[src/rtl/alu_pkg.sv]
`default_nettype none
// ============================================================================
// Module      : alu_pkg
// Description : Shared constants for the arbitrated ALU block: datapath
//               widths, ALU function encodings and requester identifiers.
// Ports       : none (package)
// Revision    : 1.0 - initial release
// ============================================================================
package alu_pkg;

  localparam int WIDTH = 32;            // ALU datapath width
  localparam int OPW   = 3;             // function-select width
  localparam int SHW   = $clog2(WIDTH); // in-range shift-amount bits

  localparam logic [OPW-1:0] ALU_ADD = 3'b000;
  localparam logic [OPW-1:0] ALU_SUB = 3'b001;
  localparam logic [OPW-1:0] ALU_SRA = 3'b010;
  localparam logic [OPW-1:0] ALU_SLL = 3'b011;
  localparam logic [OPW-1:0] ALU_SRL = 3'b100;
  localparam logic [OPW-1:0] ALU_AND = 3'b101;
  localparam logic [OPW-1:0] ALU_OR  = 3'b110;
  localparam logic [OPW-1:0] ALU_SLT = 3'b111;

  localparam logic SRC_EXE = 1'b0;      // main execute pipeline
  localparam logic SRC_AGU = 1'b1;      // address/branch helper unit

endpackage
`default_nettype wire

[src/rtl/alu_arbiter_if.sv]
`default_nettype none
// ============================================================================
// Module      : alu_arbiter_if
// Description : Bundle of the two requester handshakes, the response slot
//               and the grant counters of alu_arbiter.
// Modports    : slave  - arbiter side (consumes requests, drives response)
//               master - environment side (drives requests, takes response)
// Revision    : 1.0 - initial release
// ============================================================================
interface alu_arbiter_if;
  import alu_pkg::*;

  logic             req0_valid;
  logic             req0_ready;
  logic [WIDTH-1:0] req0_a;
  logic [WIDTH-1:0] req0_b;
  logic [OPW-1:0]   req0_op;

  logic             req1_valid;
  logic             req1_ready;
  logic [WIDTH-1:0] req1_a;
  logic [WIDTH-1:0] req1_b;
  logic [OPW-1:0]   req1_op;

  logic             rsp_valid;
  logic             rsp_ready;
  logic             rsp_src;
  logic [WIDTH-1:0] rsp_result;
  logic             rsp_zero;

  logic [15:0]      gnt_cnt0;
  logic [15:0]      gnt_cnt1;

  modport slave (
    input  req0_valid, req0_a, req0_b, req0_op,
    input  req1_valid, req1_a, req1_b, req1_op,
    input  rsp_ready,
    output req0_ready, req1_ready,
    output rsp_valid, rsp_src, rsp_result, rsp_zero,
    output gnt_cnt0, gnt_cnt1
  );

  modport master (
    output req0_valid, req0_a, req0_b, req0_op,
    output req1_valid, req1_a, req1_b, req1_op,
    output rsp_ready,
    input  req0_ready, req1_ready,
    input  rsp_valid, rsp_src, rsp_result, rsp_zero,
    input  gnt_cnt0, gnt_cnt1
  );

endinterface
`default_nettype wire

[src/rtl/alu_arbiter_alu.sv]
`default_nettype none
// ============================================================================
// Module      : alu_arbiter_alu
// Description : Purely combinational 32-bit ALU. src1 is treated as signed
//               for arithmetic shift and set-less-than. The shift amount is
//               the full src2 value: amounts >= WIDTH shift everything out.
// Ports       : a_i      - src1
//               b_i      - src2 / shift amount
//               op_i     - function select (ALU_* encodings)
//               result_o - function result
// Revision    : 1.0 - initial release
// ============================================================================
module alu_arbiter_alu
  import alu_pkg::*;
(
  input  wire logic [WIDTH-1:0] a_i,
  input  wire logic [WIDTH-1:0] b_i,
  input  wire logic [OPW-1:0]   op_i,
  output logic      [WIDTH-1:0] result_o
);

  // Any set bit above the in-range shift field means the shift is >= WIDTH.
  logic           shift_big;
  logic [SHW-1:0] shamt;

  assign shift_big = |b_i[WIDTH-1:SHW];
  assign shamt     = b_i[SHW-1:0];

  always_comb begin
    result_o = '0;
    unique case (op_i)
      ALU_ADD: result_o = a_i + b_i;
      ALU_SUB: result_o = a_i - b_i;
      ALU_SRA: result_o = shift_big ? {WIDTH{a_i[WIDTH-1]}}
                                    : WIDTH'($signed(a_i) >>> shamt);
      ALU_SLL: result_o = shift_big ? '0 : (a_i << shamt);
      ALU_SRL: result_o = shift_big ? '0 : (a_i >> shamt);
      ALU_AND: result_o = a_i & b_i;
      ALU_OR:  result_o = a_i | b_i;
      ALU_SLT: result_o = {{(WIDTH-1){1'b0}}, ($signed(a_i) < $signed(b_i))};
      default: result_o = '0;
    endcase
  end

endmodule
`default_nettype wire

[src/rtl/alu_arbiter.sv]
`default_nettype none
// ============================================================================
// Module      : alu_arbiter
// Description : Round-robin arbiter sharing one ALU between the execute
//               pipeline (req0) and the address/branch helper (req1).
//               Operands are registered at grant; the ALU sits after the
//               operand registers so the result appears one cycle after the
//               handshake and is held in a single response slot.
// Ports       : clk   - clock, all state on rising edge
//               reset - synchronous active-high reset
//               bus   - requester handshakes, response slot, grant counters
// Revision    : 1.0 - initial release
// ============================================================================
module alu_arbiter
  import alu_pkg::*;
(
  input  wire logic    clk,
  input  wire logic    reset,
  alu_arbiter_if.slave bus
);

  logic             valid_q, valid_d;
  logic             src_q,   src_d;
  logic             last_q,  last_d;
  logic [WIDTH-1:0] a_q,     a_d;
  logic [WIDTH-1:0] b_q,     b_d;
  logic [OPW-1:0]   op_q,    op_d;
  logic [15:0]      cnt0_q,  cnt0_d;
  logic [15:0]      cnt1_q,  cnt1_d;

  logic             slot_free;
  logic             gnt0;
  logic             gnt1;
  logic [WIDTH-1:0] alu_result;

  // The slot can take a new operation when empty or being drained this cycle.
  assign slot_free = !valid_q || bus.rsp_ready;

  // On contention the requester that did not win last time goes next.
  // Grants are masked during reset so requesters never see a false accept.
  assign gnt0 = !reset && slot_free && bus.req0_valid &&
                (!bus.req1_valid || (last_q == SRC_AGU));
  assign gnt1 = !reset && slot_free && bus.req1_valid &&
                (!bus.req0_valid || (last_q == SRC_EXE));

  always_comb begin
    valid_d = valid_q;
    src_d   = src_q;
    last_d  = last_q;
    a_d     = a_q;
    b_d     = b_q;
    op_d    = op_q;
    cnt0_d  = cnt0_q;
    cnt1_d  = cnt1_q;
    if (gnt0) begin
      valid_d = 1'b1;
      src_d   = SRC_EXE;
      last_d  = SRC_EXE;
      a_d     = bus.req0_a;
      b_d     = bus.req0_b;
      op_d    = bus.req0_op;
      cnt0_d  = cnt0_q + 16'd1;
    end else if (gnt1) begin
      valid_d = 1'b1;
      src_d   = SRC_AGU;
      last_d  = SRC_AGU;
      a_d     = bus.req1_a;
      b_d     = bus.req1_b;
      op_d    = bus.req1_op;
      cnt1_d  = cnt1_q + 16'd1;
    end else if (bus.rsp_ready) begin
      valid_d = 1'b0;
    end
  end

  always_ff @(posedge clk) begin
    if (reset) begin
      valid_q <= 1'b0;
      src_q   <= SRC_EXE;
      last_q  <= SRC_AGU;   // req0 wins the first contention
      a_q     <= '0;
      b_q     <= '0;
      op_q    <= ALU_ADD;
      cnt0_q  <= '0;
      cnt1_q  <= '0;
    end else begin
      valid_q <= valid_d;
      src_q   <= src_d;
      last_q  <= last_d;
      a_q     <= a_d;
      b_q     <= b_d;
      op_q    <= op_d;
      cnt0_q  <= cnt0_d;
      cnt1_q  <= cnt1_d;
    end
  end

  alu_arbiter_alu u_alu (
    .a_i      (a_q),
    .b_i      (b_q),
    .op_i     (op_q),
    .result_o (alu_result)
  );

  assign bus.req0_ready = gnt0;
  assign bus.req1_ready = gnt1;
  assign bus.rsp_valid  = valid_q;
  assign bus.rsp_src    = src_q;
  assign bus.rsp_result = alu_result;
  assign bus.rsp_zero   = (alu_result == '0);
  assign bus.gnt_cnt0   = cnt0_q;
  assign bus.gnt_cnt1   = cnt1_q;

  // A requester that is not yet accepted must keep its request unchanged.
  a_req0_hold: assert property (@(posedge clk) disable iff (reset)
    (bus.req0_valid && !bus.req0_ready) |=>
      (bus.req0_valid && $stable(bus.req0_a) && $stable(bus.req0_b) && $stable(bus.req0_op)));

  a_req1_hold: assert property (@(posedge clk) disable iff (reset)
    (bus.req1_valid && !bus.req1_ready) |=>
      (bus.req1_valid && $stable(bus.req1_a) && $stable(bus.req1_b) && $stable(bus.req1_op)));

  a_one_grant: assert property (@(posedge clk) !(bus.req0_ready && bus.req1_ready));

endmodule
`default_nettype wire

[src/flat_wrapper.sv]
// flat-port wrapper written by rule: the top's interface ports become plain ports
module alu_arbiter_flat import alu_pkg::*;
  (clk, reset, bus_req0_valid, bus_req0_a, bus_req0_b, bus_req0_op, bus_req1_valid, bus_req1_a, bus_req1_b, bus_req1_op, bus_rsp_ready, bus_req0_ready, bus_req1_ready, bus_rsp_valid, bus_rsp_src, bus_rsp_result, bus_rsp_zero, bus_gnt_cnt0, bus_gnt_cnt1);
  alu_arbiter_if bus_i ();
  input  wire logic clk;
  input  wire logic reset;
  input wire logic [$bits(bus_i.req0_valid)-1:0] bus_req0_valid;
  input wire logic [$bits(bus_i.req0_a)-1:0] bus_req0_a;
  input wire logic [$bits(bus_i.req0_b)-1:0] bus_req0_b;
  input wire logic [$bits(bus_i.req0_op)-1:0] bus_req0_op;
  input wire logic [$bits(bus_i.req1_valid)-1:0] bus_req1_valid;
  input wire logic [$bits(bus_i.req1_a)-1:0] bus_req1_a;
  input wire logic [$bits(bus_i.req1_b)-1:0] bus_req1_b;
  input wire logic [$bits(bus_i.req1_op)-1:0] bus_req1_op;
  input wire logic [$bits(bus_i.rsp_ready)-1:0] bus_rsp_ready;
  output wire logic [$bits(bus_i.req0_ready)-1:0] bus_req0_ready;
  output wire logic [$bits(bus_i.req1_ready)-1:0] bus_req1_ready;
  output wire logic [$bits(bus_i.rsp_valid)-1:0] bus_rsp_valid;
  output wire logic [$bits(bus_i.rsp_src)-1:0] bus_rsp_src;
  output wire logic [$bits(bus_i.rsp_result)-1:0] bus_rsp_result;
  output wire logic [$bits(bus_i.rsp_zero)-1:0] bus_rsp_zero;
  output wire logic [$bits(bus_i.gnt_cnt0)-1:0] bus_gnt_cnt0;
  output wire logic [$bits(bus_i.gnt_cnt1)-1:0] bus_gnt_cnt1;
  assign bus_i.req0_valid = bus_req0_valid;
  assign bus_i.req0_a = bus_req0_a;
  assign bus_i.req0_b = bus_req0_b;
  assign bus_i.req0_op = bus_req0_op;
  assign bus_i.req1_valid = bus_req1_valid;
  assign bus_i.req1_a = bus_req1_a;
  assign bus_i.req1_b = bus_req1_b;
  assign bus_i.req1_op = bus_req1_op;
  assign bus_i.rsp_ready = bus_rsp_ready;
  assign bus_req0_ready = bus_i.req0_ready;
  assign bus_req1_ready = bus_i.req1_ready;
  assign bus_rsp_valid = bus_i.rsp_valid;
  assign bus_rsp_src = bus_i.rsp_src;
  assign bus_rsp_result = bus_i.rsp_result;
  assign bus_rsp_zero = bus_i.rsp_zero;
  assign bus_gnt_cnt0 = bus_i.gnt_cnt0;
  assign bus_gnt_cnt1 = bus_i.gnt_cnt1;
  alu_arbiter u_core (.clk(clk), .reset(reset), .bus(bus_i));
endmodule
[config.mk]
export PLATFORM = sky130hd
export DESIGN_NAME = alu_arbiter_flat
export DESIGN_NICKNAME = d
export VERILOG_FILES = /design/src/rtl/alu_pkg.sv /design/src/rtl/alu_arbiter_if.sv /design/src/rtl/alu_arbiter_alu.sv /design/src/rtl/alu_arbiter.sv /design/src/flat_wrapper.sv
export SDC_FILE = /design/constraint.sdc
export NUM_CORES = 1
export LEC_CHECK = 0
export ABC_AREA = 1
export BUFFER_PORTS_ARGS = -buffer_cell sky130_fd_sc_hd__buf_2
export CAP_MARGIN = 10
export CORE_ASPECT_RATIO = 0.75
export CORE_MARGIN = 2
export CORE_UTILIZATION = 30
export DETAILED_ROUTE_END_ITERATION = 6
export MAX_ROUTING_LAYER = met4
export SYNTH_ARGS = -nofsm -noshare
export SYNTH_HDL_FRONTEND = slang
export SYNTH_SLANG_ARGS = --single-unit
[constraint.sdc]
create_clock -name clk -period 6.15 [get_ports clk]
set_clock_uncertainty 0.2 [all_clocks]
set_input_delay 1.5375 -clock clk [delete_from_list [all_inputs] [get_ports clk]]
set_output_delay 1.5375 -clock clk [all_outputs]
set_load 0.02 [all_outputs]
Word level (Yosys, flattened, before mapping)
Index checks and enable logic that the tools add are counted.
{"block": "op_classes", "n_addsub": 4, "n_lt_le_gt_ge": 1, "n_eq_ne": 7, "shifts": 3, "mux": 15, "n_bitwise": 4, "reduce_logical": 19}
{"op": "$pmux 32 s8", "n": 1}
{"op": "$mux 32", "n": 7}
{"op": "$add 16x1->16 const B", "n": 2}
{"op": "$add 32x32->32", "n": 1}
{"op": "$and 32x32->32", "n": 1}
{"op": "$logic_not 32->1", "n": 1}
{"op": "$lt 32x32->1", "n": 1}
{"op": "$or 32x32->32", "n": 1}
{"op": "$shl 32x5->32", "n": 1}
{"op": "$shr 32x5->32", "n": 1}
{"op": "$sshr 32x5->32", "n": 1}
{"op": "$sub 32x32->32", "n": 1}
{"op": "$reduce_or 27->1", "n": 1}
{"op": "$eq 3x3->1 const B", "n": 4}
{"op": "$eq 3x2->1 const B", "n": 2}
{"op": "$mux 3", "n": 2}
{"op": "$logic_and 1x1->1", "n": 5}
{"op": "$mux 1", "n": 5}
{"op": "$logic_not 1->1", "n": 4}
{"op": "$eq 3x1->1 const B", "n": 1}
{"op": "$logic_not 3->1", "n": 1}
{"op": "$logic_or 1x1->1", "n": 3}
{"op": "$reduce_bool 3->1", "n": 1}
{"op": "$not 1->1", "n": 2}
{"op": "other kinds (3)", "n": 3}
{"block": "totals", "regBits": 102, "inputBits": 139, "out_inout_bits": 69, "wordCells": 61}

Logic depth before layout (Yosys ltp)
{"block": "depth", "ltp_word": 7, "depth_mapped": 22, "depth_no_buf": 21}

Cells and area by module
A second synthesis with hierarchy kept.
{"block": "unflattened", "cells_unflattened": 2875, "area_unflattened_um2": 15174.6}
{"mod": "alu_arbiter_alu", "n_inst": 1, "cells_each": 2066, "area_each_um2": 10018.4, "seq_area_each_um2": 0.0}
{"mod": "alu_arbiter", "n_inst": 1, "cells_each": 809, "area_each_um2": 5156.2, "seq_area_each_um2": 2042.0}

Worst setup path before layout
No wires, ideal clock.
{"block": "synth_timing", "path_kind": "reg-to-output", "from": "register u_core.b_q[3]", "to": "output port bus_rsp_zero", "arrival_time_ns": 3.021, "required_time_ns": 4.412, "path_slack_ns": 1.391, "stages_incl_launch_ff": 19, "path_buffers": 3, "path_cell_list": "dfxtp_1 inv_2 buf_2 buf_1 ha_1 buf_2 nor2_1 nand4_1 nand3_1 nand2_1 a21oi_1 nor2_1 nor2_1 nand4_1 nor2_1 nand2_1 nor2_1 nand2_1 nor2_1"}
{"block": "synth_between", "elab_chain_len": 4, "elab_cells_between_ends": 13, "classes_between": "add/sub (2); order compare (1); shift (3); mux (4); bitwise (2); reduce/logical (1)"}
{"item": "start, declared", "line_no": "alu_arbiter.sv:26", "text": "logic [WIDTH-1:0] b_q, b_d;"}
{"item": "start signal, assigned", "line_no": "alu_arbiter.sv:82", "text": "b_q <= '0;"}
{"item": "start signal, assigned", "line_no": "alu_arbiter.sv:91", "text": "b_q <= b_d;"}
{"item": "parallel branches: the longest is 2 deep, another holds $sub 32x32->32"}
{"item": "$pmux 32 s8 *", "line_no": "alu_arbiter_alu.sv:31", "text": "unique case (op_i)"}
{"item": "via bus_rsp_result[9]", "line_no": "flat_wrapper.sv:20", "text": "output wire logic [$bits(bus_i.rsp_result)-1:0] bus_rsp_result;"}
{"item": "$logic_not 32->1 *", "line_no": "alu_arbiter.sv:110", "text": "assign bus.rsp_zero = (alu_result == '0);"}
{"item": "end, declared", "line_no": "flat_wrapper.sv:21", "text": "output wire logic [$bits(bus_i.rsp_zero)-1:0] bus_rsp_zero;"}
Mark *: on every way through the listed nets, which the timed path passes.

Worst setup path after layout
{"block": "layout_timing", "from": "register u_core.b_q[1]", "to": "output port bus_rsp_zero"}
{"block": "layout_between", "elab_chain_len": 4, "elab_cells_between_ends": 13, "classes_between": "add/sub (2); order compare (1); shift (3); mux (4); bitwise (2); reduce/logical (1)"}
{"item": "parallel branches: the longest is 2 deep, another holds $sub 32x32->32"}
{"item": "$pmux 32 s8 *", "line_no": "alu_arbiter_alu.sv:31"}
{"item": "$logic_not 32->1 *", "line_no": "alu_arbiter.sv:110"}
Mark *: on every way between the ends.

==> flow_summary_export.csv <==
group,metric,value,unit
status,outcome,"completed",
clock_tree,cts_root_buf,"clkbuf_16",
worst_hold_path,holdPathStages,2,
placed_design,dp_hpwl,60300,microns
clock_tree,numCtsBuffers,9,
synthesis,synth.area.top_cells,"nand2_1, nand3_1, dfxtp_1",
clock_tree,htree_levels,3,
critical_path,reg2reg_to,"u_core.b_q[15]",
synthesis,async_reset_ff_share,0,%
power,ir_drop,127,uV
synthesis,synth_fa_ha_area_share,8.61,%
timing,max-slew-margin-rel,29.0,%
timing,final.setup.tns,0,ns
timing,worst_pin_slew,1.06,ns
timing,setup_violations,0,
worst_hold_path,hold_path.class,"reg2reg",
floorplanning,die_y,197,microns
timing,finalMaxSlewViolations,0,
synthesis,yosys-mux-area-fraction,0,%
placed_design,placed_area,16500,sq um
grt,use_met2,36.3,%
layout,area_growth,13.3,%
worst_hold_path,min_from,"u_core.bus.gnt_cnt1[15]",
synthesis,ys_seq_elements,102,
synthesis,synth-compound-area-share,13.5,%
drt,remaining_drc_errors,0,
grt,grt_use_met1,41.6,%
floorplanning,start_util,30.4,%
clock_tree,cts.path.max_buffers,2,
drt,drt_wl_total,73300,microns
timing,period_minus_slack,5.86,ns
power,power.density,197,nW/um^2
synthesis,synth_top_family_by_area,"simple AND/OR/NAND/NOR gates",
synthesis,synth_area_leader_cell,"nand2_1",
drt,firstDrtPassIters,7,
timing,hold_viol_final,0,
floorplanning,die_area,51300,sq um
floorplanning,core-area,48800,sq um
clock_tree,clock_latency,0.37,ns
clock_tree,clk_pin_slew,0.09,ns
synthesis,avgSynthCellArea,5.30,sq um
power,total_power,3310,uW
timing,rsz0062_at_grt,"no",
synthesis,synth_cell_types,47,
synthesis,synth.net_count,3042,
synthesis,synthesis.area,14800,sq um
critical_path,worstSetupPathType,"reg2out",
grt,grt_pass1_vias,17400,
synthesis,synth_warnings,0,
clock_tree,post-cts-setup-buffer-count,0,
critical_path,reg2reg_from,"u_core.bus.rsp_valid",
drt,drt_iter0_drc,2951,
clock_tree,clock_sinks,102,
floorplanning,rows,70,
critical_path,path_cells,"inv_4 -> ha_1 -> nand2_1 -> nand3_1 -> nand3_1 -> nand2_1 -> nand2_1 -> nand2_1 -> o21ai_0 -> nand4_1 -> nor2_1 -> nand2_1 -> nor2_1 -> nand2_1 -> nor2_1 -> buf_2",
critical_path,worstSetupStartpointType,"flip-flop",
floorplanning,die_w,261,microns
job,cap_viol_max_count,0,
critical_path,crit_fanout,52,
placed_design,pre_cts_ws,0.661,ns
synthesis,synth_edf_count,0,
timing,finalCritPeriodShare,95.3,%
drt,vias,19700,
synthesis,synthFlopType,"dfxtp_1",
clock_tree,cts-resized-gates,0,
placed_design,io_buffers,207,
grt,busiest_layer,"met1",
synthesis,postSynthCellCount,2802,
grt,antenna_found_initial,3,
timing,worst_slack,0.292,ns
critical_path,r2r_slack,3.40,ns
synthesis,post-synth-top-area-fraction,19.7,%
clock_tree,tritoncts,"built",
grt,overflow,0,
critical_path,worstPathRequired,4.41,ns
grt,grt_max_degree,132,
layout,final_design_area_no_fill,16800,sq um
critical_path,cpMaxStageDelayCell,"dfxtp_2",
synthesis,yosysSeqAreaShare,13.8,%
critical_path,arrival,4.12,ns
placed_design,dpl.cell_count,3579,
critical_path,end_kind,"primary output",
layout,drive_above_1_share,11.6,%
timing,clock.fmax,171,MHz
critical_path,r2r_cells,8,
floorplanning,io_pins,208,
layout,nets,3182,
drt,drtAntennaViolNets,0,
drt,wire_per_inst,20.4,microns
clock_tree,postCtsHoldBufs,0,
critical_path,cpMostUsedCell,"nand2_1",
placed_design,routabilityCongestion,1.12,
grt,gr-usage-all-layers,28.5,%
worst_hold_path,whs_endpoint,"u_core.bus.gnt_cnt1[15]",
synthesis,synth-simple-area-share,50.8,%
power,p_leak,0.00853,uW
grt,grt_pass1_wl,107000,microns
layout,final_cell_count_no_fill,3600,
grt,met3_usage,10.4,%
synthesis,synth_xor_area_share,0.708,%
drt,via_per_inst,5.47,
critical_path,slowest_delay,0.54,ns
==> per-layer routing <==
| layer | part of all wire, % | vias to the layer above | wire length (microns) |
|---|---|---|---|
| met2 | 37 | 1175 | 27500 |
| met4 | 2.0 | 0 | 1500 |
| li1 | - | 9376 | - |
| met3 | 16 | 100 | 11500 |
| met5 | 0 | - | 0 |
| met1 | 45 | 9029 | 32800 |
==> stage by stage <==
step                      util, %  hold WS (ns)
after floorplan                 -         0.246
after global placement       33.8         0.250
after detailed placement     33.8         0.252
after CTS                    34.4         0.266
after global routing         34.5         0.313
final                        34.5         0.262
==> synth_stat cells (15+ instances only) <==
cell type	instances
a21oi_1	186
buf_2	55
clkbuf_1	51
dfxtp_1	102
ha_1	99
inv_1	305
inv_2	16
nand2_1	781
nand2_2	16
nand3_1	451
nand4_1	42
nor2_1	366
nor3_1	42
o21ai_0	132
o21ai_1	21
o22ai_1	15
==> kinds of logic after synthesis <==
kind of cell / Yosys count
AOI/OAI and AO/OA: 383
xor gates and xnor gates: 12
and+or+nand+nor: 1750
buffers and inverters: 454
DFF: 102
adders and majority gates: 101
==> cells in the final DEF (no fill, tap or decap), drive strengths merged, types with 4 or more instances in the layout <==
master / Yosys / routed
inv: 322 / 324
buf: 79 / 259
diode: 0 / 5
dfxtp: 102 / 102
clkbuf: 51 / 10
or2: 4 / 4
nor2: 377 / 377
nand3b: 5 / 5
o211ai: 6 / 6
ha: 99 / 99
nand2: 800 / 800
o21bai: 11 / 11
xor2: 10 / 10
nor4: 6 / 6
and3: 6 / 6
o22ai: 15 / 15
a21oi: 188 / 188
nand4: 42 / 42
nor3: 44 / 44
and2: 8 / 8
clkinv: 2 / 5
o21ai: 155 / 155
nand3: 456 / 456
==> worst max-delay path by stage <==
stage	start	endpoint	slack, ns	depth (start not counted)
finish	u_core.b_q[1]	bus_rsp_zero	0.29	16
global route	u_core.b_q[1]	bus_rsp_zero	0.19	16
CTS	u_core.b_q[1]	bus_rsp_zero	0.24	16
detailed placement	u_core.b_q[1]	bus_rsp_zero	0.66	16
global placement	u_core.b_q[1]	bus_rsp_zero	0.60	16
floorplan	u_core.b_q[3]	bus_rsp_zero	1.39	18
==> final cells by class <==
cell class / count / area [sq um]
antenna: 5 / 12.5
sequential: 102 / 2050
inverter: 324 / 1220
multi-input combinational: 2246 / 11000
clock buffer: 10 / 239
clock inverter: 6 / 91.3
timing repair buffer: 259 / 1440
tap: 648 / 811
fill: 5621 / 32000
==> worst max-delay path: cells and delay by family, from the launching register on <==
kind / cells / cell delay, ns
and+or+nand+nor: 12 / 1.79
buffers and inverters: 2 / 0.50
adders and majority gates: 1 / 0.48
DFF: 1 / 0.54
AOI/OAI and AO/OA: 1 / 0.45
==> power by group <==
part / total [uW] / leakage (uW) / switching (uW) / internal (uW)
Clock: 656 / 0.000161 / 316 / 340
Sequential: 763 / 0.000834 / 64.4 / 699
Combinational: 1890 / 0.00754 / 1350 / 534
Total: 3310 / 0.00853 / 1730 / 1570
==> flip-flops by register name (all words and copies together), names as in the netlist <==
| register | count |
|---|---|
| u_core.op_q | 3 |
| u_core.bus.gnt_cnt1 | 16 |
| u_core.bus.gnt_cnt0 | 16 |
| u_core.a_q | 32 |
| u_core.bus.rsp_src | 1 |
| u_core.bus.rsp_valid | 1 |
| u_core.last_q | 1 |
| u_core.b_q | 32 |
Note: power is estimated with default switching activity, not from simulation.
